[src/rtl/register_pipeline_pkg.sv]
`default_nettype none
// +----------------------------------------------------------------------+
// | Module      : register_pipeline_pkg                                  |
// | Description : Shared definitions for elastic valid/ready blocks:     |
// |               occupancy-counter width helper and the handshake-pair  |
// |               record used when bundling a channel into one signal.   |
// | Revision    : 1.0  initial release                                   |
// +----------------------------------------------------------------------+
package register_pipeline_pkg;

   // Default payload width of the bundled handshake record.
   localparam int unsigned HS_DATA_W = 32;

   // Width of a counter able to hold every value from 0 to depth inclusive.
   function automatic int unsigned COUNT_W(input int unsigned depth);
      return $clog2(depth + 1);
   endfunction

   // One valid/ready channel with its payload, for sibling elastic blocks
   // that pass a whole channel through a single port or array element.
   typedef struct packed {
      logic                 valid;
      logic                 ready;
      logic [HS_DATA_W-1:0] data;
   } hs_pair_t;

endpackage : register_pipeline_pkg
`default_nettype wire

[src/rtl/register_pipeline_stage.sv]
`default_nettype none
// +----------------------------------------------------------------------+
// | Module      : register_pipeline_stage                                |
// | Description : One elastic stage: a valid bit plus a data word. Loads |
// |               from upstream when enabled; flush drops the valid bit  |
// |               while the data word keeps its last value.              |
// | Revision    : 1.0  initial release                                   |
// +----------------------------------------------------------------------+
module register_pipeline_stage #(
   parameter int unsigned WIDTH = 32
) (
   input  logic             clk_i,
   input  logic             rst_ni,
   input  logic             load_i,
   input  logic             flush_i,
   input  logic             up_valid_i,
   input  logic [WIDTH-1:0] up_data_i,
   output logic             valid_o,
   output logic [WIDTH-1:0] data_o
);

   logic             valid_q;
   logic             valid_d;
   logic [WIDTH-1:0] data_q;
   logic [WIDTH-1:0] data_d;

   // Next state: flush wins over load; data only moves with a valid word so
   // bubbles never overwrite the last real payload.
   always_comb begin
      valid_d = valid_q;
      data_d  = data_q;
      if (flush_i) begin
         valid_d = 1'b0;
      end else if (load_i) begin
         valid_d = up_valid_i;
         if (up_valid_i) begin
            data_d = up_data_i;
         end
      end
   end

   // Stage registers, cleared asynchronously so no partial state survives reset.
   always_ff @(posedge clk_i or negedge rst_ni) begin
      if (!rst_ni) begin
         valid_q <= 1'b0;
         data_q  <= '0;
      end else begin
         valid_q <= valid_d;
         data_q  <= data_d;
      end
   end

   assign valid_o = valid_q;
   assign data_o  = data_q;

endmodule : register_pipeline_stage
`default_nettype wire

[src/rtl/register_pipeline.sv]
`default_nettype none
// +----------------------------------------------------------------------+
// | Module      : register_pipeline                                      |
// | Description : Chain of DEPTH elastic register stages with a          |
// |               valid/ready handshake, synchronous flush and a         |
// |               registered occupancy count. Full throughput; stalls    |
// |               hold data without loss and bubbles collapse.           |
// | Revision    : 1.0  initial release                                   |
// +----------------------------------------------------------------------+
module register_pipeline
   import register_pipeline_pkg::*;
#(
   parameter  int unsigned WIDTH = 32,
   parameter  int unsigned DEPTH = 2,
   localparam int unsigned CNT_W = COUNT_W(DEPTH)
) (
   input  logic             clk_i,
   input  logic             rst_ni,
   input  logic             clear_i,
   input  logic             in_valid_i,
   output logic             in_ready_o,
   input  logic [WIDTH-1:0] in_i,
   output logic             out_valid_o,
   input  logic             out_ready_i,
   output logic [WIDTH-1:0] out_o,
   output logic [CNT_W-1:0] count_o
);

   logic [DEPTH-1:0] w_valid;
   logic [DEPTH-1:0] w_ready;
   logic [WIDTH-1:0] w_data [DEPTH];

   logic             w_in_xfer;
   logic             w_out_xfer;

   logic [CNT_W-1:0] count_q;
   logic [CNT_W-1:0] count_d;

   // Ready chain: a stage can load when it is empty or its successor is
   // taking its word this cycle. The last stage looks at the consumer, so
   // out_ready_i reaches in_ready_o through DEPTH gates.
   generate
      for (genvar i = 0; i < DEPTH; i++) begin : g_ready
         if (i == DEPTH - 1) begin : g_last
            assign w_ready[i] = !w_valid[i] || out_ready_i;
         end else begin : g_mid
            assign w_ready[i] = !w_valid[i] || w_ready[i+1];
         end
      end
   endgenerate

   // Stage chain: stage 0 takes the producer's word, every other stage takes
   // its predecessor's.
   generate
      for (genvar i = 0; i < DEPTH; i++) begin : g_stage
         logic             w_up_valid;
         logic [WIDTH-1:0] w_up_data;

         if (i == 0) begin : g_first
            assign w_up_valid = in_valid_i;
            assign w_up_data  = in_i;
         end else begin : g_rest
            assign w_up_valid = w_valid[i-1];
            assign w_up_data  = w_data[i-1];
         end

         register_pipeline_stage #(
            .WIDTH (WIDTH)
         ) u_stage (
            .clk_i      (clk_i),
            .rst_ni     (rst_ni),
            .load_i     (w_ready[i]),
            .flush_i    (clear_i),
            .up_valid_i (w_up_valid),
            .up_data_i  (w_up_data),
            .valid_o    (w_valid[i]),
            .data_o     (w_data[i])
         );
      end
   endgenerate

   assign in_ready_o  = w_ready[0];
   assign out_valid_o = w_valid[DEPTH-1];
   assign out_o       = w_data[DEPTH-1];

   assign w_in_xfer   = in_valid_i && w_ready[0];
   assign w_out_xfer  = w_valid[DEPTH-1] && out_ready_i;

   // Occupancy tracks transfers rather than recounting valid bits, so the
   // count is a plain register with an incrementer; flush zeroes it along
   // with the valid bits.
   always_comb begin
      count_d = count_q;
      if (clear_i) begin
         count_d = '0;
      end else if (w_in_xfer && !w_out_xfer) begin
         count_d = count_q + CNT_W'(1);
      end else if (!w_in_xfer && w_out_xfer) begin
         count_d = count_q - CNT_W'(1);
      end
   end

   // Occupancy register.
   always_ff @(posedge clk_i or negedge rst_ni) begin
      if (!rst_ni) begin
         count_q <= '0;
      end else begin
         count_q <= count_d;
      end
   end

   assign count_o = count_q;

endmodule : register_pipeline
`default_nettype wire
[config.mk]
export PLATFORM = sky130hd
export DESIGN_NAME = register_pipeline
export DESIGN_NICKNAME = d
export VERILOG_FILES = /design/src/rtl/register_pipeline_pkg.sv /design/src/rtl/register_pipeline_stage.sv /design/src/rtl/register_pipeline.sv
export SDC_FILE = /design/constraint.sdc
export NUM_CORES = 1
export LEC_CHECK = 0
export BUFFER_PORTS_ARGS = -buffer_cell sky130_fd_sc_hd__buf_2
export CAP_MARGIN = 10
export CORE_ASPECT_RATIO = 2
export CORE_MARGIN = 4
export CORE_UTILIZATION = 35
export CTS_CLUSTER_SIZE = 14
export DETAILED_ROUTE_END_ITERATION = 16
export GPL_ROUTABILITY_DRIVEN = 0
export GPL_TIMING_DRIVEN = 0
export PLACE_DENSITY = 0.57
export SKIP_CTS_REPAIR_TIMING = 1
export SYNTH_ARGS = -nofsm -noshare
export SYNTH_HDL_FRONTEND = slang
export SYNTH_SLANG_ARGS = --single-unit
export TNS_END_PERCENT = 100
[constraint.sdc]
create_clock -name clk_i -period 1.15 [get_ports clk_i]
set_input_delay 0.115 -clock clk_i [delete_from_list [all_inputs] [get_ports clk_i]]
set_output_delay 0.115 -clock clk_i [all_outputs]
set_load 0.02 [all_outputs]
==> results of run 1 <==
## synthesized netlist by cell type, drive strengths merged
cell | instances | share of area [%]
a21oi | 3 | 0.54
a31oi | 1 | 0.23
and3b | 1 | 0.32
and4bb | 1 | 0.45
buf | 6 | 2.4
dfrtp | 68 | 62
inv | 2 | 0.27
mux2 | 66 | 31
nand2b | 1 | 0.32
nand3b | 3 | 1.9
nor2 | 2 | 0.27
nor2b | 2 | 0.45
o21ai | 1 | 0.18
## cell families after synthesis
group           share of synthesized area, %
compound gates                         0.952
buf+inv                                 2.72
mux                                     31.0
flops                                   61.6
simple gates                            3.67
## metal layers
metal / up-vias / track usage [%] / wire length, µm
met3: 10 / 4.61 / 320
met4: 0 / 5.96 / 95
met5: - / 0 / 0
li1: 728 / - / -
met1: 782 / 12.7 / 1970
met2: 44 / 18.9 / 2680
## power by group through the flow
stage          Sequential, W  Clock [W]  Combinational [W]
4_1_cts              0.00322    0.00254            0.00172
5_1_grt              0.00328    0.00264            0.00182
3_3_place_gp         0.00322          0            0.00169
3_5_place_dp         0.00325          0            0.00171
2_1_floorplan        0.00365          0           0.000673
6_report             0.00321    0.00245            0.00170
## registers in the layout (all words and copies together) (netlist names)
name / cells
g_stage.u_stage.valid_o: 2
count_o: 2
g_stage.u_stage.data_o: 64
## through the flow
stage	instance area (µm²)	hold slack [ns]	setup WS (ns)	util, %
2_1_floorplan	2770	-0.181	-0.189	-
3_3_place_gp	3250	0.346	-0.458	42.4
3_5_place_dp	3250	0.280	-0.229	42.5
4_1_cts	3520	-0.0710	-0.245	46.0
5_1_grt	3570	-0.0288	-0.216	46.7
6_report	3570	-0.108	-0.160	46.7
## layout by cell type, fill, tap and decap left out
master	instances
nor2b_1	2
clkbuf_1	2
mux2_4	30
buf_2	70
a21oi_1	3
and4bb_2	1
buf_12	1
clkinv_2	2
buf_8	2
buf_6	3
nand2b_2	1
clkbuf_16	9
nor2_1	2
mux2_2	36
o21ai_0	1
a31oi_1	1
inv_1	2
clkbuf_8	2
nand3b_4	3
and3b_1	1
dfrtp_1	65
dfrtp_2	3
buf_4	6
## worst max-delay path by stage
stage | to
finish | g_stage[0].u_stage.data_o[28]
global route | g_stage[0].u_stage.data_o[30]
CTS | g_stage[0].u_stage.data_o[26]
detailed placement | g_stage[0].u_stage.data_o[17]
global placement | count_o[0]
floorplan | g_stage[0].u_stage.data_o[10]
## final cells by class
cell class | count | area (µm²) | area share (%)
well taps | 94 | 118 | 3.29
clock inverters | 2 | 10.0 | 0.280
plain buffers | 6 | 83.8 | 2.35
repair buffers | 76 | 395 | 11.1
clock buffers | 13 | 260 | 7.29
flip-flops and latches | 68 | 1710 | 47.7
multi-input cells | 81 | 992 | 27.8
inverters | 2 | 7.51 | 0.210
==> reports/results.ini, run 1 <==
[global_routing]
track_usage_pct=11.5
antenna_found_initial=0
grt_max_degree=69
globalRouteOverflowTotal=0
grt_pass1_vias=1715
grt_first_pass_wirelength_mm=8.26

[drt]
detail_route.wl_per_cell_um=14.8
viasPerCell=4.57
drc=0
drt_iter0_drc=56
dr_total_vias=1564
first_pass_iters=2
totalWireLength_mm=5.07
ant_nets=0

[critical_path]
crit_required_ns=1.35
cp_data_arrival_time_ns=1.51
reg2reg_slack_ns=-0.16
start_kind=register
cp_slowest_cell=dfrtp_2
critPathCaptureType=register
cp_slowest_stage_delay_ns=0.42
cp_max_fo=10
rr_endpoint=g_stage[0].u_stage.data_o[28]
crit_chain=nand3b_4 -> nand3b_4 -> buf_6 -> mux2_4
critPathBufInv=1
crit_type=reg -> reg
path_depth=4
setup.worst_path.start=g_stage[1].u_stage.valid_o
cp_top_family=flip-flops
rr_startpoint=g_stage[1].u_stage.valid_o
cp_common_cell=nand3b_4
reg2regPathDepth=4

[floorplan]
core_area_mm2=0.00766
initial_utilization_pct=36.0
chipWidth_um=70.8
rows=45
ios=73
dieHeight_um=134
die_area_mm2=0.00946

[yosys]
synth_seq_area_share_pct=61.7
synth.distinct_cells=15
syn_inst=157
ys_warn_count=0
avgSynthCellArea_um2=17.6
synth-seq-cells=68
netlist_area_mm2=0.00276
synth_fp_nets=194

[placement]
dpl.cell_count=323
io_buffers=72
dp_hpwl_mm=3.62

[run]
cap_viol_max_count=0

[layout]
drive_above_1_share_pct=68.1
nets=281
final_cell_count_no_fill=342
syn_to_final_growth_pct=29.4
antennaDiodeCount=0
fill_cells=743

[pwr]
sw_frac_of_total_pct=27.6
power_leakage_nw=1.80
p_comb_share_pct=23.1
power_w=0.00735
ir_drop_uv=1130
powerDensity_mw_per_mm2=2060
power.switching_w=0.00203
pwr-share-clk_pct=33.3
internal_power_w=0.00533
seqPwrFrac_pct=43.6

[clocking]
htreeDepth=3
cts-root-buf=clkbuf_16
cts_tree=done
cts.clk_slew.worst_paths_ns=0.05
cts_buffer_depth=2
clk_latency_ns=0.32
numCtsBuffers=9
clock_sinks=68

[sta]
fmax_mhz=763
min_period_ns=1.31
fin_worst_skew_ns=0.00468
slew_headroom_pct=44.7
worst_slack_ns=-0.160
rsz0062_at_grt=true
whs_ns=-0.108
setup_violations=65
worst_pin_slew_ns=0.829
min_period_over_period_pct=114
setup-tns-final_ns=-8.54
maxSlewViolCount=0
hold_violations=68

[run_status]
violations=hold timing, setup timing
status=finished, violations left

[hold_path]
min_path_type=in -> async

Note: power is estimated with default switching activity, not from simulation.
==> inputs of run 2 (changes only) <==
CELL_PAD_IN_SITES_DETAIL_PLACEMENT = 0   (was default)
CELL_PAD_IN_SITES_GLOBAL_PLACEMENT = 1   (was default)
PLACE_DENSITY = 0.67   (was 0.57)
==> run 2 against run 1 <==
  * The flow still finishes with violations (hold timing, setup timing)
  * Via count fell by 0.45%
  * First-iteration DRC count fell by 29%
  * Register-to-register slack barely moved
  * Global-route usage rose by 0.59 points
  * Clock skew fell by 0.00076 ns
  * Final cell count rose by 0.29%
  * Routed wire length rose by 3.7%
==> reports/results.ini, run 2 (synthesized netlist as in run 1, its figures left out) <==
[layout]
final_cell_area_mm2=0.00360  ; +0.84%
syn_to_final_growth_pct=30.5
fin_util_pct=47.0  ; +0.39 points
nets=281  ; unchanged
fill_cells=742  ; -0.13%
layout_common_cells=buf_2 (70), dfrtp_1 (65), mux2_2 (36)
antennaDiodeCount=0  ; unchanged
final_cell_count_no_fill=343  ; +0.29%
drive_above_1_share_pct=68.3  ; +0.13 points
largest_reg_flops=64  ; unchanged
layout_commonest_cell=buf_2

[drt]
detail_route.wl_per_cell_um=15.3  ; +3.4%
first_pass_iters=2  ; unchanged
viasPerCell=4.54  ; -0.74%
dr_total_vias=1557  ; -0.45%
drt_iter0_drc=40  ; -29%
totalWireLength_mm=5.26  ; +3.7%
drc=0  ; unchanged
ant_nets=0  ; unchanged

[floorplan]
core_area_mm2=0.00766  ; unchanged
initial_utilization_pct=36.0  ; unchanged
ios=73  ; unchanged
dieHeight_um=134  ; unchanged
rows=45  ; unchanged
die_area_mm2=0.00946  ; unchanged
chipWidth_um=70.8  ; unchanged

[clocking]
htreeDepth=3  ; unchanged
cts_buffer_depth=2  ; unchanged
clock_sinks=68  ; unchanged
numCtsBuffers=9  ; unchanged
cts-root-buf=clkbuf_16
cts.clk_slew.worst_paths_ns=0.05  ; about the same
cts_tree=done
clk_latency_ns=0.32  ; about the same

[critical_path]
cp_max_fo=10  ; unchanged
crit_path_end=g_stage[0].u_stage.data_o[30]
critPathCaptureType=register
crit_type=reg -> reg
rr_endpoint=g_stage[0].u_stage.data_o[30]
rr_startpoint=g_stage[1].u_stage.valid_o
start_kind=register
cp_data_arrival_time_ns=1.51  ; about the same
crit_required_ns=1.36  ; about the same
reg2reg_slack_ns=-0.15  ; about the same
setup.worst_path.start=g_stage[1].u_stage.valid_o
reg2regPathDepth=4  ; unchanged

[placement]
dp_hpwl_mm=3.77  ; +4.1%
placed_area_mm2=0.00325  ; unchanged
dpl.cell_count=323  ; unchanged
dpl_worst_slack_ns=-0.239  ; -0.0102 ns
io_buffers=72  ; unchanged

[sta]
min_period_over_period_pct=113  ; -0.56 points
rsz0062_at_grt=true
slew_headroom_pct=44.2  ; -0.57 points
whs_ns=-0.107  ; +0.00106 ns
setup_violations=66  ; +1.5%
hold_violations=68  ; unchanged
maxSlewViolCount=0  ; unchanged
fin_worst_skew_ns=0.00392  ; -0.000763 ns
worst_slack_ns=-0.154  ; +0.00642 ns
min_period_ns=1.30  ; -0.00642 ns
worst_pin_slew_ns=0.838  ; +0.00859 ns
fmax_mhz=767  ; +0.49%

[global_routing]
use_met2_pct=20.2  ; +1.3 points
grt_pass1_vias=1707  ; -0.47%
antenna_found_initial=0  ; unchanged
grt_busiest_layer=met2
globalRouteOverflowTotal=0  ; unchanged
grt_max_degree=69  ; unchanged
grt_first_pass_wirelength_mm=8.49  ; +2.8%
gr-usage-met1_pct=12.8  ; +0.11 points
grt_util_met3_pct=4.76  ; +0.15 points
track_usage_pct=12.1  ; +0.59 points

[run]
cap_viol_max_count=0  ; unchanged

[pwr]
power_leakage_nw=1.81  ; +0.54%
powerDensity_mw_per_mm2=2060  ; +0.24%
ir_drop_uv=1050  ; -7.2%

[run_status]
violations=hold timing, setup timing
status=finished, violations left

[hold_path]
min_path_type=in -> async

==> run 2: area by class of cell <==
type | instances | area [µm²] | share of cell area, %
Buffer | 6 | 91.3 | 2.54
Clock buffer | 15 | 278 | 7.71
Clock inverter | 1 | 5.00 | 0.139
Inverter | 2 | 7.51 | 0.208
Multi-Input combinational cell | 81 | 998 | 27.7
Sequential cell | 68 | 1710 | 47.3
Tap cell | 94 | 118 | 3.27
Timing Repair Buffer | 76 | 399 | 11.1
==> run 2: stage by stage <==
stage	total power (W)	TNS [ns]
final	0.00743	-8.59
after global routing	0.00785	-11.97
after CTS	0.00757	-11.69
after detailed placement	0.00497	-11.34
after global placement	0.00493	-34.00
after floorplan	0.00432	-9.26
==> run 2: worst min path at each step <==
stage              from                            end  slack (ns)  depth (start not counted)
3_3_place_gp   in_i[14]  g_stage[0].u_stage.data_o[14]        0.35                          2
4_1_cts          rst_ni   g_stage[0].u_stage.data_o[7]       -0.07                          1
3_5_place_dp     rst_ni   g_stage[1].u_stage.data_o[3]        0.29                          1
5_1_grt          rst_ni  g_stage[0].u_stage.data_o[11]       -0.03                          1
2_1_floorplan    rst_ni                     count_o[0]       -0.18                          0
6_report         rst_ni   g_stage[0].u_stage.data_o[6]       -0.11                          1
==> run 2: power breakdown <==
group / internal [W] / total (W) / switching, W
combinational: 0.000843 / 0.00171 / 0.000864
clock: 0.00163 / 0.00253 / 0.000894
sequential: 0.00293 / 0.00320 / 0.000268
total: 0.00541 / 0.00743 / 0.00203
==> run 2: layer usage <==
| layer | wire length, µm | vias to the layer above |
|---|---|---|
| met4 | 126 | 0 |
| met3 | 279 | 7 |
| met1 | 1940 | 778 |
| met5 | 0 | - |
| li1 | - | 730 |
| met2 | 2910 | 42 |
==> run 2: worst max-delay path, stage by stage, from the launching register on <==
cell and delay, ns:
dfrtp_2 0.45, nand3b_4 0.12, nand3b_4 0.13, buf_8 0.19
mux2_4 0.30
